===== src/rtl/uart_rx_cfg.sv =====
// Parametrised UART receiver: DATA_BITS 5..9, none/odd/even parity, 1 or 2 stop bits, valid/ready output.
// Define UART_RX_MAJORITY_EN to take each bit as a 3-sample majority vote instead of a single centre sample.
module uart_rx_cfg #(
    parameter int CLK_FREQ  = 100_000_000,
    parameter int BAUD_RATE = 115200,
    parameter int DATA_BITS = 8,
    parameter int PARITY    = 0,
    parameter int STOP_BITS = 1
) (
    input  logic                 clk,
    input  logic                 rst_n,
    input  logic                 rx,
    output logic [DATA_BITS-1:0] data_out,
    output logic                 data_valid,
    input  logic                 data_ready,
    output logic                 parity_err,
    output logic                 frame_err,
    output logic                 break_det,
    output logic                 overrun_err,
    output logic                 busy
);
    localparam int          BIT_TICKS      = CLK_FREQ / BAUD_RATE;
    localparam int          HALF_BIT_TICKS = BIT_TICKS / 2;
    localparam logic [15:0] C_BIT_RELOAD   = 16'(BIT_TICKS - 1);
    localparam logic [15:0] C_HALF         = 16'(HALF_BIT_TICKS);
    localparam logic [3:0]  C_LAST_BIT     = 4'(DATA_BITS - 1);

    typedef enum logic [2:0] {S_IDLE, S_START, S_DATA, S_PARITY, S_STOP} state_t;

    state_t               r_state;
    logic                 r_sync1;
    logic                 r_rx_s;
    logic                 r_rx_q;
    logic [15:0]          r_tick;
    logic [3:0]           r_idx;
    logic [DATA_BITS-1:0] r_shift;
    logic                 r_all_zero;
    logic                 r_stop_bad;
    logic                 r_par_err;
    logic                 r_stop2;

    logic w_sample;
    logic w_tick_zero;
    logic w_accept;
    logic w_fall;
    logic w_par_x;
    logic w_par_err;
    logic w_zero_fin;
    logic w_stop_bad_fin;

    always_ff @(posedge clk or negedge rst_n) begin
        if (!rst_n) begin
            r_sync1 <= 1'b1;
            r_rx_s  <= 1'b1;
            r_rx_q  <= 1'b1;
        end else begin
            r_sync1 <= rx;
            r_rx_s  <= r_sync1;
            r_rx_q  <= r_rx_s;
        end
    end

`ifdef UART_RX_MAJORITY_EN
    // Votes from tick==2 and tick==1 are combined with the live sample at tick==0.
    logic [1:0] r_vote;

    always_ff @(posedge clk or negedge rst_n) begin
        if (!rst_n) begin
            r_vote <= 2'b11;
        end else if (r_tick == 16'd2) begin
            r_vote[1] <= r_rx_s;
        end else if (r_tick == 16'd1) begin
            r_vote[0] <= r_rx_s;
        end
    end

    assign w_sample = (r_vote[1] & r_vote[0]) | (r_vote[1] & r_rx_s) | (r_vote[0] & r_rx_s);
`else
    assign w_sample = r_rx_s;
`endif

    assign w_tick_zero    = (r_tick == 16'd0);
    assign w_accept       = data_valid & data_ready;
    assign w_fall         = r_rx_q & ~r_rx_s;
    assign w_par_x        = (^r_shift) ^ w_sample;
    assign w_par_err      = (PARITY == 1) ? ~w_par_x : w_par_x;
    assign w_zero_fin     = r_all_zero & ~w_sample;
    assign w_stop_bad_fin = r_stop_bad | ~w_sample;
    assign busy           = (r_state != S_IDLE);

    always_ff @(posedge clk or negedge rst_n) begin
        if (!rst_n) begin
            r_state     <= S_IDLE;
            r_tick      <= '0;
            r_idx       <= '0;
            r_shift     <= '0;
            r_all_zero  <= 1'b0;
            r_stop_bad  <= 1'b0;
            r_par_err   <= 1'b0;
            r_stop2     <= 1'b0;
            data_out    <= '0;
            data_valid  <= 1'b0;
            parity_err  <= 1'b0;
            frame_err   <= 1'b0;
            break_det   <= 1'b0;
            overrun_err <= 1'b0;
        end else begin
            frame_err   <= 1'b0;
            break_det   <= 1'b0;
            overrun_err <= 1'b0;
            if (w_accept) begin
                data_valid <= 1'b0;
            end
            case (r_state)
                S_IDLE: begin
                    if (w_fall) begin
                        r_state <= S_START;
                        r_tick  <= C_HALF;
                    end
                end
                S_START: begin
                    if (!w_tick_zero) begin
                        r_tick <= r_tick - 16'd1;
                    end else if (!w_sample) begin
                        r_state    <= S_DATA;
                        r_tick     <= C_BIT_RELOAD;
                        r_idx      <= '0;
                        r_all_zero <= 1'b1;
                        r_stop_bad <= 1'b0;
                        r_par_err  <= 1'b0;
                        r_stop2    <= 1'b0;
                    end else begin
                        r_state <= S_IDLE;
                    end
                end
                S_DATA: begin
                    if (!w_tick_zero) begin
                        r_tick <= r_tick - 16'd1;
                    end else begin
                        // LSB arrives first, so shifting in at the top leaves the word aligned.
                        r_shift    <= {w_sample, r_shift[DATA_BITS-1:1]};
                        r_all_zero <= r_all_zero & ~w_sample;
                        r_tick     <= C_BIT_RELOAD;
                        if (r_idx == C_LAST_BIT) begin
                            r_state <= (PARITY != 0) ? S_PARITY : S_STOP;
                        end else begin
                            r_idx <= r_idx + 4'd1;
                        end
                    end
                end
                S_PARITY: begin
                    if (!w_tick_zero) begin
                        r_tick <= r_tick - 16'd1;
                    end else begin
                        r_par_err  <= w_par_err;
                        r_all_zero <= r_all_zero & ~w_sample;
                        r_tick     <= C_BIT_RELOAD;
                        r_state    <= S_STOP;
                    end
                end
                S_STOP: begin
                    if (!w_tick_zero) begin
                        r_tick <= r_tick - 16'd1;
                    end else if (STOP_BITS == 2 && !r_stop2) begin
                        r_stop2    <= 1'b1;
                        r_stop_bad <= w_stop_bad_fin;
                        r_all_zero <= w_zero_fin;
                        r_tick     <= C_BIT_RELOAD;
                    end else begin
                        r_state <= S_IDLE;
                        // A handshake in this same cycle frees the slot before the new word lands.
                        if (w_zero_fin) begin
                            break_det <= 1'b1;
                        end else if (w_stop_bad_fin) begin
                            frame_err <= 1'b1;
                        end else if (!data_valid || w_accept) begin
                            data_out   <= r_shift;
                            parity_err <= r_par_err;
                            data_valid <= 1'b1;
                        end else begin
                            overrun_err <= 1'b1;
                        end
                    end
                end
                default: begin
                    r_state <= S_IDLE;
                end
            endcase
        end
    end

endmodule


===== config.mk =====
export PLATFORM = sky130hd
export DESIGN_NAME = uart_rx_cfg
export DESIGN_NICKNAME = d
export VERILOG_FILES = /design/src/rtl/uart_rx_cfg.sv
export SDC_FILE = /design/constraint.sdc
export NUM_CORES = 1
export LEC_CHECK = 0
export CORE_MARGIN = 8
export CORE_UTILIZATION = 35
export CTS_CLUSTER_DIAMETER = 50
export DETAILED_ROUTE_END_ITERATION = 10
export MAX_ROUTING_LAYER = met4
export SYNTH_ARGS = -nofsm -noshare
export SYNTH_HDL_FRONTEND = slang
export SYNTH_SLANG_ARGS = --single-unit
export TNS_END_PERCENT = 10

===== constraint.sdc =====
create_clock -name clk -period 6.63 [get_ports clk]
set_input_delay 0.663 -clock clk [delete_from_list [all_inputs] [get_ports clk]]
set_output_delay 0.663 -clock clk [all_outputs]
set_load 0.05 [all_outputs]

Yosys cells after proc, flatten, opt, wreduce, memory -nomap -nowiden:

Cells that the tools add are included.

* register bits: 49
* input port bits: 4

* add/sub/neg operators: 2
* equal/unequal tests: 16
* muxes and demuxes: 45
* bitwise logic cells: 6
* reductions and logical operators: 18

Operators by type and width (number)
* 16-bit two-way mux: 5
* 16-bit case mux with 4 select lines: 1
* 1-bit two-way mux: 24
* 3-bit two-way mux: 6
* 2-bit inequality test (second input constant): 9
* 16-bit zero test: 1
* 4-bit two-way mux: 4
* 16-bit by 1-bit subtractor with 16-bit output (second input constant): 1
* 3-bit case mux with 5 select lines: 1
* 4-bit AND reduction: 3
* 5-bit AND reduction: 2
* 4-bit case mux with 2 select lines: 1
* 8-bit XOR reduction: 1
* 3-bit by 2-bit equality test with 1-bit output (second input constant): 2
* 6-bit AND reduction: 1
* 2-bit nonzero test: 3
* 4-bit by 1-bit adder with 4-bit output (second input constant): 1
* 4-bit by 3-bit equality test with 1-bit output (second input constant): 1
* 1-bit case mux with 2 select lines: 2
* 4-bit nonzero test: 1
* 1-bit bitwise AND: 3
* 3-bit by 1-bit equality test with 1-bit output (second input constant): 1
* 3-bit equality test (second input constant): 1
* 3-bit zero test: 1
* other kinds (10): 11

Logic depth before layout (Yosys ltp):

* word-level depth: 7
* gate-level depth with buffers: 9
* mapped depth without buffers: 7

Least setup slack after synthesis:

Ideal clock, no wire load.

* kind: reg2reg
* from: register r_tick[0]
* to: register r_shift[0]
* arrival time: 2.122 ns
* setup slack: 4.383 ns
* cell stages (with the launch flop): 9
* buffers on the path: 1
* cell sequence: dfrtp_1 > inv_1 > ha_1 > nor3b_1 > and4_1 > buf_2 > nand2_1 > nor2_4 > mux2_2

* longest elaborated chain between the ends: 2

Ends and longest elaborated chain
* start, declared: line 34 `logic [15:0] r_tick;`
* start signal, assigned: line 123 `r_tick <= r_tick - 16'd1;`
* start signal, assigned: line 138 `r_tick <= r_tick - 16'd1;`
* start signal, assigned: line 153 `r_tick <= r_tick - 16'd1;`
* 16-bit zero test: line 82 `assign w_tick_zero = (r_tick == 16'd0);`
* 2-bit AND reduction (no source line)
* end signal, assigned: line 141 `r_shift <= {w_sample, r_shift[DATA_BITS-1:1]};`
* end, declared: line 36 `logic [DATA_BITS-1:0] r_shift;`

Every way passes these cells.
A chain may end at the register's enable or synchronous reset.

Worst setup path after layout:

* from: register r_state[2]
* to: output port busy

* longest elaborated chain between the ends: 1

Ends and longest elaborated chain
* start, declared: line 30 `state_t r_state;`
* start signal, assigned: line 145 `r_state <= (PARITY != 0) ? S_PARITY : S_STOP;`
* 3-bit nonzero test: line 89 `assign busy = (r_state != S_IDLE);`
* end, declared: line 20 `output logic busy`

Every way passes these cells.

==> results.sh <==
export IMPL_antenna_found_initial=0
export IMPL_cts_max_level=2
export IMPL_nFillCells=651
export IMPL_clk_pin_slew_worst_paths_ns=0.10
export IMPL_reg2reg_to="r_shift[7]"
export IMPL_arrival_ns=2.05
export IMPL_startpoint_type="register"
export IMPL_hp_class="register to register"
export IMPL_synth_nets=239
export IMPL_finalSetupViolations=0
export IMPL_yosys_area_top_type="dfrtp_1"
export IMPL_max_stage_delay_ns=0.73
export IMPL_worstHoldPathCells=0
export IMPL_cp_required_ns=5.97
export IMPL_insertedDiodeCount=0
export IMPL_cts_max_path_buffers=2
export IMPL_final_common_cell="dfrtp_1"
export IMPL_finalHoldViolations=0
export IMPL_syn_avg_cell_area_um2=10.6
export IMPL_synthCells=233
export IMPL_overflow=0
export IMPL_reg2regPathDepth=7
export IMPL_port_buffers=17
export IMPL_critPathSlowestCell="clkdlybuf4s50_1"
export IMPL_fmax_mhz=369
export IMPL_cts_resized=0
export IMPL_cts_hold_fix_buffers=0
export IMPL_area_growth_pct=14.4
export IMPL_tns_ns=0
export IMPL_io_pins=18
export IMPL_grt_max_degree=50
export IMPL_clkLatencyLatePin_ns=0.31
export IMPL_rr_startpoint="r_tick[0]"
export IMPL_dp_hpwl_um=3520
export IMPL_synth_distinct_cells=46
export IMPL_vdd_ir_drop_max_mv=0.165
export IMPL_dieHeight_um=99.9
export IMPL_drt_wl_total_um=5130
export IMPL_crit_path_max_fanout=14
export IMPL_finClkSkew_ns=0.0130
export IMPL_status="finished, final reports clean"
export IMPL_path_cells="or3_1 -> clkdlybuf4s50_1"
export IMPL_p_per_area_nw_per_um2=244
export IMPL_slew_viol_final=0
export IMPL_grt_pass1_wl_um=8960
export IMPL_grt_pass1_vias=1905
export IMPL_synth_top_area_share_pct=46.8
export IMPL_antenna_left=0
export IMPL_ys_seq_area_share_pct=50.0
export IMPL_finalCritPeriodShare_pct=40.9
export IMPL_worst_pin_slew_ns=0.699
export IMPL_core_um2=6790
export IMPL_period_needed_ns=2.71
export IMPL_first_pass_iters=4
export IMPL_async_flop_share_pct=100
export IMPL_drc_errors=0
export IMPL_vias_per_cell=5.31
export IMPL_drv_cap=0
export IMPL_initial_utilization_pct=36.2
export IMPL_gp_congestion=0.813
export IMPL_cts_sinks=49
export IMPL_numCtsBuffers=5
export IMPL_met1_usage_pct=13.6
export IMPL_fin_util_pct=41.5
export IMPL_nets=254
export IMPL_min_delay_start="r_sync1"
export IMPL_critPathKind="register to output pin"
export IMPL_row_count=30
export IMPL_rsz0062_at_grt="no"
export IMPL_drive_gt1_share_pct=16.5
export IMPL_synthTopCellsByArea="dfrtp_1, mux2_2, o21ai_0"
export IMPL_layout_common_cells="dfrtp_1, nor2_1, mux2_2, o21ai_0, clkdlybuf4s50_1"
export IMPL_die_area_um2=9970
export IMPL_cts_tree="built"
export IMPL_dieWidth_um=99.9
export IMPL_synth_edf_count=0
export IMPL_yosysWarnings=0
export IMPL_cts_setup_buffers=0
export IMPL_r2r_slack_ns=3.98
export IMPL_drt_iter0_drc=73
export IMPL_p_leak_nw=1.18
export IMPL_synth_top_flop_cell="dfrtp_1"
export IMPL_cp_startpoint="r_state[2]"
export IMPL_vias=1831
export IMPL_met2_usage_pct=17.8
export IMPL_root_buffer="clkbuf_8"
export IMPL_max_slew_margin_pct=53.4
export IMPL_ys_seq_elements=49
export IMPL_syn_area_um2=2460
export IMPL_holdPathEnd="r_rx_s"
export IMPL_grt_util_all_layers_pct=11.3
export IMPL_wl_per_cell_um=14.9
export IMPL_end_kind="output pin"
export IMPL_grt_busiest_layer="met2"
export IMPL_met3_usage_pct=2.91
final cells by class:
| type | instances | area (µm²) | share of cell area, % |
|---|---|---|---|
| sequential | 49 | 1230 | 43.7 |
| tap | 96 | 120 | 4.26 |
| clock inverter | 3 | 50.0 | 1.78 |
| inverter | 7 | 26.3 | 0.933 |
| multi-input combinational | 167 | 1150 | 40.8 |
| clock buffer | 5 | 68.8 | 2.44 |
| timing repair buffer | 18 | 173 | 6.13 |
critical path: cells and delay by family (launching register included):
family | cells | cell delay, ns
simple gates | 1 | 0.48
buf+inv | 1 | 0.73
flops | 1 | 0.53
state kept, by name (all words and copies together) (netlist names):
signal       cells
r_sync1          1
data_out         8
overrun_err      1
r_rx_q           1
r_par_err        1
r_tick          16
r_rx_s           1
parity_err       1
r_shift          8
r_state          3
break_det        1
data_valid       1
r_all_zero       1
frame_err        1
r_idx            4
metrics by stage:
stage	cell area [µm²]	hold slack, ns	setup slack (ns)	instances	power (mW)
after floorplan	2460	0.345	4.38	233	0.437
after CTS	2820	0.365	3.91	345	0.692
after global routing	2820	0.368	3.81	345	0.727
final	2820	0.362	3.92	345	0.688
after detailed placement	2700	0.352	4.02	337	0.468
after global placement	2700	0.346	4.06	337	0.465
logic make-up after synthesis:
| family | share of synthesized area (%) |
|---|---|
| AO/OA/AOI/OAI | 14.7 |
| XOR/XNOR | 2.49 |
| adder cells (fa/ha/maj) | 1.02 |
| buffers and inverters | 3.36 |
| flip-flops | 50.0 |
| multiplexers | 8.59 |
| AND/OR/NAND/NOR | 19.9 |
Yosys cell counts, types with 2 or more instances:
master and number:
dfrtp_1 46, mux2_2 17, nor2_1 17, o21ai_0 17, nand2_1 14, nor3_1 13, nand3_1 10, a22o_1 8
a21oi_1 7, inv_1 7, nor4_1 7, xnor2_1 7, a31oi_1 5, clkbuf_1 5, nand2b_1 4, and2_1 3
buf_2 3, dfstp_2 3, o2bb2ai_1 3, or4_1 3, and4_1 2, buf_6 2, ha_1 2, mux2i_1 2
nor2b_1 2, nor4b_1 2, o22ai_1 2, o31ai_1 2
layer usage:
layer | part of all wire, % | vias up
li1 | - | 883
met1 | 50 | 907
met2 | 45 | 32
met3 | 3.2 | 9
met4 | 1.6 | 0
met5 | 0 | -
worst max path at each step:
stage / endpoint / slack, ns
floorplan: r_shift[0] / 4.38
global placement: r_shift[1] / 4.06
detailed placement: r_shift[2] / 4.02
CTS: busy / 3.91
global route: r_shift[7] / 3.81
finish: busy / 3.92
power breakdown:
group / leakage, nW / total, mW / switching [mW] / internal (mW)
sequential: 0.634 / 0.350 / 0.0309 / 0.319
combinational: 0.488 / 0.112 / 0.0663 / 0.0460
clock: 0.0603 / 0.225 / 0.109 / 0.116
Note: power is estimated with default switching activity, not from simulation.
